File: config.mk
export PLATFORM = sky130hd
export DESIGN_NAME = mem_port_arbiter
export DESIGN_NICKNAME = d
export VERILOG_FILES = /design/src/rtl/tinker_mem_pkg.sv /design/src/rtl/arb_starve_counter.sv /design/src/rtl/mem_port_arbiter.sv
export SDC_FILE = /design/constraint.sdc
export NUM_CORES = 1
export LEC_CHECK = 0
export BUFFER_PORTS_ARGS = -buffer_cell sky130_fd_sc_hd__clkbuf_2
export CAP_MARGIN = 10
export CORE_AREA = 2 2 206 208
export CTS_CLUSTER_SIZE = 30
export DETAILED_ROUTE_END_ITERATION = 6
export DIE_AREA = 0 0 208 210
export PLACE_DENSITY = 0.6
export SYNTH_ARGS = -nofsm -noshare
export SYNTH_HDL_FRONTEND = slang
export SYNTH_SLANG_ARGS = --single-unit
File: constraint.sdc
create_clock -name clk -period 22.2 [get_ports clk]
set_input_delay 4.44 -clock clk [delete_from_list [all_inputs] [get_ports clk]]
set_output_delay 4.44 -clock clk [all_outputs]
set_load 0.05 [all_outputs]
File: src/rtl/tinker_mem_pkg.sv
// Shared types and widths for the CPU memory-port arbiter.
package tinker_mem_pkg;

   localparam int ADDR_W = 64;
   localparam int DATA_W = 64;

   typedef enum logic [1:0] {IDLE, BUSY_F, BUSY_L, RESP} arb_state_t;
   typedef enum logic {OWN_F, OWN_L} owner_t;

endpackage

File: src/rtl/arb_starve_counter.sv
// Saturating counter of cycles the fetch side waits; sat forces a fetch win.
module arb_starve_counter #(
   parameter int MAX = 4
) (
   input  logic clk,
   input  logic reset,
   input  logic inc,
   input  logic clr,
   output logic sat
);

   localparam int CW = $clog2(MAX + 1);

   logic [CW-1:0] cnt_q;
   logic [CW-1:0] cnt_d;

   assign sat = (cnt_q == CW'(MAX));

   always_comb begin
      cnt_d = cnt_q;
      if (clr)
         cnt_d = '0;
      else if (inc && !sat)
         cnt_d = cnt_q + CW'(1);
   end

   always_ff @(posedge clk or posedge reset) begin
      if (reset)
         cnt_q <= '0;
      else
         cnt_q <= cnt_d;
   end

endmodule

File: src/rtl/mem_port_arbiter.sv
// Shares one memory port between fetch (F) and LSU (L): L priority with a starvation guard for F.
// Optional MEM_ARB_PERF_EN adds grant and fetch-stall performance counters.
module mem_port_arbiter
   import tinker_mem_pkg::*;
#(
   parameter int ADDR_W     = tinker_mem_pkg::ADDR_W,
   parameter int DATA_W     = tinker_mem_pkg::DATA_W,
   parameter int STARVE_MAX = 4
) (
   input  logic              clk,
   input  logic              reset,
   input  logic              f_req,
   input  logic [ADDR_W-1:0] f_addr,
   input  logic              f_flush,
   output logic              f_gnt,
   output logic              f_rvalid,
   output logic [DATA_W-1:0] f_rdata,
   input  logic              l_req,
   input  logic              l_we,
   input  logic [ADDR_W-1:0] l_addr,
   input  logic [DATA_W-1:0] l_wdata,
   output logic              l_gnt,
   output logic              l_rvalid,
   output logic [DATA_W-1:0] l_rdata,
   output logic              m_req,
   output logic              m_we,
   output logic [ADDR_W-1:0] m_addr,
   output logic [DATA_W-1:0] m_wdata,
   input  logic              m_ack,
   input  logic [DATA_W-1:0] m_rdata
`ifdef MEM_ARB_PERF_EN
   ,
   output logic [31:0]       perf_f_grants,
   output logic [31:0]       perf_l_grants,
   output logic [31:0]       perf_f_stall
`endif
);

   arb_state_t        state_q, state_d;
   logic              f_gnt_q, f_gnt_d, l_gnt_q, l_gnt_d;
   logic              f_rvalid_q, f_rvalid_d, l_rvalid_q, l_rvalid_d;
   logic [DATA_W-1:0] f_rdata_q, f_rdata_d, l_rdata_q, l_rdata_d;
   logic              m_req_q, m_req_d, m_we_q, m_we_d;
   logic [ADDR_W-1:0] m_addr_q, m_addr_d;
   logic [DATA_W-1:0] m_wdata_q, m_wdata_d;
   logic              flush_q, flush_d;

   owner_t winner;
   logic   arb_go;
   logic   f_win;
   logic   starve_sat;
   logic   starve_inc;
   logic   starve_clr;

   // L wins unless F is saturated and actually waiting.
   assign winner     = (l_req && (!starve_sat || !f_req)) ? OWN_L : OWN_F;
   assign arb_go     = (state_q == IDLE) && (f_req || l_req);
   assign f_win      = arb_go && (winner == OWN_F);
   assign starve_inc = f_req && !f_win;
   assign starve_clr = !f_req || f_win;

   arb_starve_counter #(.MAX(STARVE_MAX)) u_starve (
      .clk   (clk),
      .reset (reset),
      .inc   (starve_inc),
      .clr   (starve_clr),
      .sat   (starve_sat)
   );

   always_comb begin
      state_d    = state_q;
      f_gnt_d    = 1'b0;
      l_gnt_d    = 1'b0;
      f_rvalid_d = 1'b0;
      l_rvalid_d = 1'b0;
      f_rdata_d  = f_rdata_q;
      l_rdata_d  = l_rdata_q;
      m_req_d    = m_req_q;
      m_we_d     = m_we_q;
      m_addr_d   = m_addr_q;
      m_wdata_d  = m_wdata_q;
      flush_d    = flush_q;
      case (state_q)
         IDLE: begin
            if (arb_go) begin
               m_req_d = 1'b1;
               if (winner == OWN_L) begin
                  state_d   = BUSY_L;
                  l_gnt_d   = 1'b1;
                  m_we_d    = l_we;
                  m_addr_d  = l_addr;
                  m_wdata_d = l_wdata;
               end else begin
                  state_d   = BUSY_F;
                  f_gnt_d   = 1'b1;
                  m_we_d    = 1'b0;
                  m_addr_d  = f_addr;
                  m_wdata_d = '0;
               end
            end
         end
         BUSY_F: begin
            if (f_flush)
               flush_d = 1'b1;
            if (m_ack) begin
               m_req_d = 1'b0;
               state_d = RESP;
               // A flush in the ack cycle itself must also kill this response.
               if (!(flush_q || f_flush)) begin
                  f_rvalid_d = 1'b1;
                  f_rdata_d  = m_rdata;
               end
            end
         end
         BUSY_L: begin
            if (m_ack) begin
               m_req_d    = 1'b0;
               state_d    = RESP;
               l_rvalid_d = 1'b1;
               l_rdata_d  = m_we_q ? '0 : m_rdata;
            end
         end
         RESP: begin
            state_d = IDLE;
            flush_d = 1'b0;
         end
         default: state_d = IDLE;
      endcase
   end

   always_ff @(posedge clk or posedge reset) begin
      if (reset) begin
         state_q    <= IDLE;
         f_gnt_q    <= 1'b0;
         l_gnt_q    <= 1'b0;
         f_rvalid_q <= 1'b0;
         l_rvalid_q <= 1'b0;
         f_rdata_q  <= '0;
         l_rdata_q  <= '0;
         m_req_q    <= 1'b0;
         m_we_q     <= 1'b0;
         m_addr_q   <= '0;
         m_wdata_q  <= '0;
         flush_q    <= 1'b0;
      end else begin
         state_q    <= state_d;
         f_gnt_q    <= f_gnt_d;
         l_gnt_q    <= l_gnt_d;
         f_rvalid_q <= f_rvalid_d;
         l_rvalid_q <= l_rvalid_d;
         f_rdata_q  <= f_rdata_d;
         l_rdata_q  <= l_rdata_d;
         m_req_q    <= m_req_d;
         m_we_q     <= m_we_d;
         m_addr_q   <= m_addr_d;
         m_wdata_q  <= m_wdata_d;
         flush_q    <= flush_d;
      end
   end

   assign f_gnt    = f_gnt_q;
   assign l_gnt    = l_gnt_q;
   assign f_rvalid = f_rvalid_q;
   assign l_rvalid = l_rvalid_q;
   assign f_rdata  = f_rdata_q;
   assign l_rdata  = l_rdata_q;
   assign m_req    = m_req_q;
   assign m_we     = m_we_q;
   assign m_addr   = m_addr_q;
   assign m_wdata  = m_wdata_q;

`ifdef MEM_ARB_PERF_EN
   logic [31:0] perf_f_grants_q, perf_f_grants_d;
   logic [31:0] perf_l_grants_q, perf_l_grants_d;
   logic [31:0] perf_f_stall_q, perf_f_stall_d;

   always_comb begin
      perf_f_grants_d = perf_f_grants_q + 32'(f_gnt_d);
      perf_l_grants_d = perf_l_grants_q + 32'(l_gnt_d);
      perf_f_stall_d  = perf_f_stall_q + 32'(starve_inc);
   end

   always_ff @(posedge clk or posedge reset) begin
      if (reset) begin
         perf_f_grants_q <= '0;
         perf_l_grants_q <= '0;
         perf_f_stall_q  <= '0;
      end else begin
         perf_f_grants_q <= perf_f_grants_d;
         perf_l_grants_q <= perf_l_grants_d;
         perf_f_stall_q  <= perf_f_stall_d;
      end
   end

   assign perf_f_grants = perf_f_grants_q;
   assign perf_l_grants = perf_l_grants_q;
   assign perf_f_stall  = perf_f_stall_q;
`endif

endmodule
==> run metrics, run 1 <==
status finished clean; CTS Hold Bufs 0; worst slew pin tran about 1.1 ns; cell internal pwr about 1.4 mW; Synth Register Bits between 200 and 300; largest cells by area after synthesis dfrtp_1 (63%), mux2_2 (6.8%), a221o_1 (5.9%); WL/cell roughly 18 um; most numerous cell in the Yosys netlist dfrtp_1; Final setup viols 0; Clk Latency, worst-skew pair approximately 0.55 ns; Reg clk slew, reported paths approximately 0.060 ns; CP endpoint kind flop; drt total wl around 33000 um; die width 208 um; fin cells ~1900; Reg2Reg Launch Point state_q[0]; Crit path depth 5; Vias approximately 8500; RSZ-0062 raised after global routing false; share of cells above drive strength 1 48.0%; max-slew violation count 0; final hold vios 0; Vert. Die Dim 210 um; clock share of power between 10% and 20%; final core occ a little over a third; worst hold path class reg -> reg; core area slightly above 40000 sq um; largest fanout on the critical path between 100 and 150; Slew headroom between 20% and 30%; min Tclk post-route 6.12 ns; IO Count around 530; first-pass GRT wire length slightly above 50000 um; depth of the CTS H-tree 1; placer congestion estimate just over 0.8; postcts setup bufs 0; Critical Path Source Type primary input; max_cap viols 0; synth cell count leaders dfrtp_1 (268), nand2_1 (69), o21ai_0 (66), nand2b_1 (65); area grow syn2layout 37.5%; CP max stage delay 0.82 ns; Register-to-Register Path Depth 5; Logic pwr share a little over half; die area between 40000 and 50000 sq um; All-Layer GR Usage between 10 and 15%; # DRC 0; Mapped Area 10700 sq um; Crit path required time about 23 ns; largest net degree at the start of global routing 145; Setup TNS 0 ns; Worst Path Buf+Inv 2; critical path arrival 6.59 ns; antenna-violating nets left 0; count of cell types in the netlist 35; leakage between 7 and 8 nW; Cells after Synth about 830; PD cells 193 nW/um^2; async set or reset register ratio after synthesis 100%; top-area cell type share of the netlist area roughly 63%; Nets about 1600; total number of yosys warnings 0; Post-synth EDFFs 0; Initial Util approximately a quarter; placement row count 75; Tcrit/Tclk final ~28%; Synth Area per Inst 12.8 sq um; Via density 4.48; initial antenna violation count 1; top_reg_cell synth dfrtp_1; Initial DRT Pass Iterations 4; family with the most delay on the worst path buffers and inverters; Placed Cells 1837; GRT overflow 0; Num CTS Buffers 29; CTS Root Cell clkbuf_16; crit path max-delay cell type buf_4; Post-Syn Nets around 1100; cts repair resizes 0; Critical Path Sink m_addr[44]; worst reg2reg path endpoint m_addr[44]; area leader, netlist dfrtp_1; CP Launch Point l_req; NetSw roughly 1.5 mW; Final Skew roughly 0.012 ns; vias in the first global route between 8000 and 9000; HPWL Detailed ~24000 um; CTS Buffer Depth 3; # clock sinks around 270; Port Buffers between 500 and 600; final hold slack 0.479 ns; crit-path cells clkbuf_2, o21ai_4, buf_4, and2_1, a221o_1; CP Class in -> reg; R2R setup slack 19.42 ns; TritonCTS clock tree done; Switching Fraction between 50% and 60%; peak supply drop 82.9 uV; Seq pwr share between 20 and 30%; initial drt markers between 500 and 600; fmax between 0.15 and 0.2 GHz; register area share after synthesis a little over three fifths
-- logic make-up after synthesis --
logic type / count (synthesis) / share of synthesized area, %
flops: 268 / 62.9
compound gates: 209 / 15.3
simple gates: 209 / 10.7
buf+inv: 74 / 3.44
mux: 66 / 6.96
fa+ha+maj: 6 / 0.704
-- how the worst min path moves through the flow --
stage                startpoint     endpoint  slack (ns)  depth (start not counted)
global route         l_rdata[2]   l_rdata[2]        0.50                          2
finish               l_rdata[0]   l_rdata[0]        0.48                          2
global placement    l_rdata[33]  l_rdata[33]        0.46                          2
detailed placement  l_rdata[41]  l_rdata[41]        0.47                          2
floorplan               flush_q      flush_q        0.50                          2
CTS                 l_rdata[41]  l_rdata[41]        0.48                          2
-- sequential cells by signal, indices dropped and copies added (netlist names), 2 cells and up --
signal / flops
state_q: 2
l_rdata: 64
m_wdata: 64
u_starve.cnt_q: 3
f_rdata: 64
m_addr: 64
-- worst register-to-register path, cell delays in order, from the launching register on --
cell and delay (ns):
dfrtp_1 0.41, inv_1 0.10, ha_1 0.41, and3_4 0.51, buf_4 0.85, a221o_1 0.42
-- area by class of cell --
cell class	count	area, sq um
clock buffer	38	779
multi-input combinational	490	3620
tap	539	674
inverter	9	41.3
fill	4188	26800
timing repair buffer	531	2690
clock inverter	14	143
sequential	268	6710
antenna	1	2.50
-- layer usage --
layer  vias up  global-route usage, %  routed length [um]
li1       3959                      -                   -
met2       358                   25.6               16500
met1      4104                   17.7               13300
met3        52                   3.74                2530
met4         0                   5.33                1100
met5         -                      0                   0
-- placed cells by master, fill, tap and decap left out, types with 7 or more instances in the layout --
cell type / count
mux2_2: 64
and2_1: 63
clkbuf_16: 29
o21ai_0: 66
inv_1: 8
nand2_1: 68
clkbuf_2: 524
a22o_1: 64
dfrtp_1: 268
nand2b_1: 65
a221o_1: 63
clkbuf_1: 7
-- through the flow --
stage	total power [mW]	setup WS (ns)	instance area, sq um
detailed placement	2.38	15.60	13700
floorplan	1.99	10.38	10700
CTS	2.86	16.18	14700
global placement	2.36	15.69	13700
finish	2.82	16.08	14700
global route	2.97	16.01	14700
-- power by group through the flow --
stage               clock network (mW)  logic, mW  registers [mW]
floorplan                            0      0.380            1.61
global placement                     0       1.51           0.847
detailed placement                   0       1.53           0.850
CTS                              0.487       1.53           0.847
global route                     0.507       1.59           0.874
finish                           0.471       1.51           0.844
Power figures use the tool's default switching activity.
==> run 2: changes to the inputs <==
- clock period: 22.2 -> 5.8 ns (I/O delays scaled with it)
==> run metrics, run 2 (same netlist as run 1, synthesis figures left out) <==
first-pass GRT wire length 52100 um (+2.4%); Setup TNS 0 ns (unchanged); # DRC 0 (unchanged); placed cell areas 13800 sq um (+0.22%); Nets 1599 (+0.063%); Initial Util 25.7% (unchanged); IO Count 525 (unchanged); Slew headroom 32.3% (+4.0 points); NetSw 5.57 mW (+280%); fin cells 1890 (unchanged); depth of the CTS H-tree 1 (unchanged); Switching Fraction 51.4% (+0.070 points); peak supply drop 295 uV (+260%); max_cap viols 0 (unchanged); initial drt markers 417 (-23%); Reg clk slew, reported paths 0.06 ns (about the same); most frequent cells in the layout clkbuf_2 (524), dfrtp_1 (267), nand2_1 (68); worst slew pin tran 1.01 ns (-0.0641 ns); TritonCTS clock tree done; Port Buffers 524 (unchanged); die width 208 um (unchanged); Final setup viols 0 (unchanged); Placed Cells 1838 (+0.054%); GRT overflow 0 (unchanged); critical path arrival 3.31 ns (-3.28 ns); worst hold path class reg -> reg; antenna-violating nets left 0 (unchanged); RSZ-0062 raised after global routing false; initial antenna violation count 3 (+2); CP Class reg -> reg; CP endpoint kind flop; clock share of power 16.4% (-0.3 points); Clk Latency, worst-skew pair 0.55 ns (about the same); leakage 7.58 nW (about the same); CTS Hold Bufs 0 (unchanged); final hold slack 0.475 ns (-0.00477 ns); Tot Pwr 10.8 mW (+280%); min Tclk post-route between 2 and 3 ns; largest net degree at the start of global routing 163 (+12%); die area 43700 sq um (unchanged); drt total wl 34300 um (+2.8%); final hold vios 0 (unchanged); Crit path required time 6.28 ns (-16.39 ns); max layer used met5; # clock sinks 268 (unchanged); HP Start l_rdata[27]; metal3 WL 3190 um (+26%); Seq pwr share 29.8% (about the same); cts repair resizes 0 (unchanged); share of cells above drive strength 1 48.1% (+0.15 points); Final Skew 0.00992 ns (-0.00245 ns); placement row count 75 (unchanged); fmax roughly 0.35 GHz; vias in the first global route 8605 (-2.1%); status finished clean; wire length on met1 13500 um (+1.5%); commonest non-fill, non-tap cell in the layout clkbuf_2; Vert. Die Dim 210 um (unchanged); area grow syn2layout 37.7%; Register-to-Register Path Depth 5 (unchanged); Design Area, Final 14700 sq um (+0.15%); Initial DRT Pass Iterations 4 (unchanged); core area 41500 sq um (unchanged); Critical Path Source Type flop; placer congestion estimate 0.818 (+0.59%); Tcrit/Tclk final 48.8%; largest fanout on the critical path 72 (-30%); cell internal pwr 5.26 mW (+280%); PD cells 738 nW/um^2 (+280%); Reg2Reg Launch Point state_q[1]; CTS Root Cell clkbuf_16; CTS Buffer Depth 3 (unchanged); Vias 8516 (+0.51%); Logic pwr share 53.7% (+0.3 points); Via density 4.51 (+0.51%); Num CTS Buffers 29 (unchanged); HPWL Detailed 25100 um (+3.2%); CP Launch Point state_q[1]; postcts setup bufs 0 (unchanged); WL/cell 18.1 um (+2.8%); All-Layer GR Usage 15.1% (+0.37 points); Cells on Worst Hold Path 2 (unchanged); met2 WL 16800 um (+1.6%); max-slew violation count 0 (unchanged)
## run 2: changes by cell type in the layout (fill, tap and decap cells not counted), sizes merged
cell      previous run  this run
clkbuf             562       568
clkinv              10         5
clkinvlp             0         2
bufinv               2         0
inv                 11         9
buf                  7         8
## run 2: area by class of cell
type,count,area (sq um)
repair buffers,532,2720
clock inverters,7,41.3
diodes,1,2.50
fillers,4190,26800
flip-flops and latches,268,6710
well taps,539,674
clock buffers,44,872
inverters,9,37.5
multi-input cells,490,3620
## run 2: final timing paths
kind / endpoint / slack (ns)
min in group asynchronous: m_addr[47] / 0.74
max: m_addr[21] / 2.97
min: l_rdata[27] / 0.47
max reg2reg: m_addr[21] / 2.97
min reg2reg: l_rdata[27] / 0.47
max in group asynchronous: m_we / 4.10
## run 2: through the flow
stage	utilization, %	worst slack [ns]
5_1_grt	35.4	2.84
3_3_place_gp	33.2	2.56
2_1_floorplan	-	1.10
6_report	35.4	2.97
3_5_place_dp	33.2	2.50
4_1_cts	35.4	2.99
## run 2: critical path: stages (launching register included)
cell,delay [ns]
dfrtp_1,0.41
inv_1,0.13
ha_1,0.43
and3_4,0.81
buf_4,0.63
a221o_1,0.27
## run 2: layer usage
metal | track usage, % | vias up
li1 | - | 3949
met1 | 18.4 | 4137
met2 | 25.7 | 376
met3 | 4.69 | 50
met4 | 4.57 | 4
met5 | 0 | -
## run 2: power groups by stage
stage	combinational (mW)	sequential, mW	clock, mW
finish	5.82	3.23	1.78
global route	6.12	3.34	1.90
CTS	5.89	3.24	1.83
detailed placement	5.89	3.25	0
global placement	5.81	3.24	0
floorplan	1.45	6.15	0
==> run 3: changes to the inputs <==
- ABC_AREA: unset -> 1
- CORE_AREA: 2 2 206 208 -> 2 2 204 206
- DIE_AREA: 0 0 208 210 -> 0 0 206 208
- PLACE_DENSITY: 0.6 -> 0.62
- clock period: 5.8 -> 2.9 ns (I/O delays scaled with it)
==> run metrics, run 3 <==
status finished clean; CTS Hold Bufs 0 (unchanged); GRT overflow 0 (unchanged); wire length on met1 15800 um (+17%); placement row count 74 (-1.3%); max_cap viols 0 (unchanged); die width 206 um (-0.96%); register area share after synthesis 60.4% (-2.5 points); Register-to-Register Path Depth 7 (+2); Cells after Synth 1199 (+44%); CP endpoint kind flop; critical path arrival 2.46 ns (-0.85 ns); # clock sinks 268 (unchanged); R2R setup slack 0.90 ns (-2.07 ns); # fillers 4154 (-0.86%); total number of yosys warnings 0 (unchanged); Tot Pwr 21.8 mW (+100%); final hold vios 0 (unchanged); Via density 4.71 (+4.6%); CP Class reg -> reg; cts repair resizes 0 (unchanged); count of cell types in the netlist 24 (-31%); Crit path required time 3.36 ns (-2.92 ns); drt total wl 37600 um (+9.5%); HPWL Detailed 27000 um (+7.6%); top_reg_cell synth dfrtp_1; Initial Util 27.4% (+1.7 points); CP max stage delay 0.60 ns (-0.21 ns); PD cells 1430 nW/um^2 (+93%); vias in the first global route 10331 (+20%); leakage 8.17 nW (+7.8%); die area 42800 sq um (-1.9%); CTS Root Cell clkbuf_16; TritonCTS clock tree done; area grow syn2layout 37.7% (about the same); Post-synth EDFFs 0 (unchanged); initial antenna violation count 0 (-3); Synth Register Bits 268 (unchanged); peak supply drop 680 uV (+130%); crit path max-delay cell type buf_4; fin cells 2231 (+18%); Vert. Die Dim 208 um (-0.95%); initial drt markers 790 (+89%); Tcrit/Tclk final 69.1% (+20 points); Critical Path Source Type flop; worst reg2reg path endpoint m_wdata[9]; placer congestion estimate 0.809 (-1.1%); crit-path cells inv_1, ha_2, inv_2, nor2_4, buf_4, nand2_1, o21ai_1; max-slew violation count 0 (unchanged); met2 WL 17600 um (+4.8%); IO Count 525 (unchanged); Reg clk slew, reported paths 0.07 ns (about the same); synth cell count leaders nand2_1 (339), dfrtp_1 (268), nand3_1 (130), o21ai_0 (90), inv_1 (81); Reg2Reg Launch Point state_q[0]; area leader, netlist dfrtp_1; share of cells above drive strength 1 35.9% (-12 points); All-Layer GR Usage 16.9% (+1.8 points); antenna-violating nets left 0 (unchanged); largest cells by area after synthesis dfrtp_1 (60%), nand2_1 (11%), nand3_1 (5.9%); Port Buffers 524 (unchanged); Vias 10517 (+23%); Synth Area per Inst 9.26 sq um (-28%); Slew headroom 47.5% (+15 points); Mapped Area 11100 sq um (+4.2%); most frequent cells in the layout clkbuf_2 (524), nand2_1 (337), dfrtp_1 (267); most numerous cell in the Yosys netlist nand2_1; WL/cell 16.8 um (-7.2%); largest fanout on the critical path 72 (unchanged); worst hold path class in -> async; fmax 0.499 GHz (+41%); CTS Buffer Depth 3 (unchanged); depth of the CTS H-tree 1 (unchanged); Clk Latency, worst-skew pair 0.56 ns (about the same); Final Skew 0.0240 ns (+0.0141 ns); commonest non-fill, non-tap cell in the layout clkbuf_2; Initial DRT Pass Iterations 4 (unchanged); # DRC 0 (unchanged); Num CTS Buffers 29 (unchanged); largest net degree at the start of global routing 104 (-36%); async set or reset register ratio after synthesis 100% (unchanged); first-pass GRT wire length 58000 um (+11%); worst slew pin tran 0.787 ns (-0.224 ns); top-area cell type share of the netlist area 60.4% (-2.5 points); RSZ-0062 raised after global routing false; min Tclk post-route 2.00 ns (-0.826 ns); Post-Syn Nets 1468 (+33%); Nets 1945 (+22%); Final setup viols 0 (unchanged); Placed Cells 2177 (+18%); core area 40600 sq um (-2.2%); postcts setup bufs 0 (unchanged); max layer used met4; ant diodes 0 (-1); metal3 WL 3310 um (+4.0%)
[run 3: changes by cell type in the layout (fill, tap and decap cells not counted), sizes merged, moves of 63 or more]
cell / change
nand3: +128
and2: -63
o21ai: +69
a22o: -64
nand2b: -65
a221o: -63
o31ai: +63
nand4: +64
nand2: +271
mux2: -65
inv: +74
[run 3: metal layers]
metal,GRT usage (%),vias up
met5,0,-
met4,4.90,0
met3,4.12,62
met2,27.8,478
met1,21.8,5014
li1,-,4963
[run 3: logic make-up (layout without fill, tap and decap cells)]
kind of cell | count (synthesis) | count (layout) | share of synthesized area, %
AO/OA/AOI/OAI | 201 | 201 | 10.5
buffers and inverters | 182 | 682 | 6.89
adder cells (fa/ha/maj) | 6 | 6 | 0.676
XOR/XNOR | 1 | 1 | 0.0789
flip-flops | 268 | 268 | 60.4
AND/OR/NAND/NOR | 541 | 541 | 21.4
[run 3: area by class of cell]
type	instances	area, sq um	area share, %
clock buffers	34	795	5.20
flip-flops and latches	268	6710	43.9
multi-input cells	749	3650	23.9
well taps	532	666	4.35
inverters	83	318	2.08
repair buffers	545	2860	18.7
clock inverters	20	292	1.91
[run 3: worst max-delay path, delay by kind of cell, from the launching register on]
kind	cells	cell delay (ns)
flops	1	0.42
simple gates	2	0.25
fa+ha+maj	1	0.19
buf+inv	3	0.78
compound gates	1	0.18
[run 3: worst max path at each step]
stage                     startpoint           to  slack (ns)  depth (start not counted)
after floorplan                reset        f_gnt       -1.22                          1
after global placement         f_req         m_we        0.98                          6
after detailed placement       f_req   m_wdata[9]        0.93                          6
after CTS                 state_q[0]   m_wdata[9]        0.89                          7
after global routing      state_q[0]  m_wdata[20]        0.72                          7
final                     state_q[0]   m_wdata[9]        0.90                          7
[run 3: power breakdown]
| group | total (mW) | leakage [nW] | switching, mW | internal [mW] |
|---|---|---|---|---|
| Clock | 4.17 | 0.537 | 1.58 | 2.58 |
| Sequential | 6.37 | 3.39 | 0.964 | 5.41 |
| Combinational | 11.3 | 4.25 | 8.90 | 2.36 |
[run 3: through the flow]
stage / hold slack (ns) / setup WS (ns) / area (sq um) / TNS, ns / utilization (%)
6_report: 0.0386 / 0.897 / 15300 / 0 / 37.7
4_1_cts: 0.0168 / 0.891 / 15300 / 0 / 37.7
2_1_floorplan: 0.465 / -1.22 / 11100 / -326.82 / -
3_5_place_dp: 0.468 / 0.933 / 14200 / 0 / 35.0
5_1_grt: 0.0470 / 0.723 / 15300 / 0 / 37.7
3_3_place_gp: 0.464 / 0.976 / 14200 / 0 / 35.0
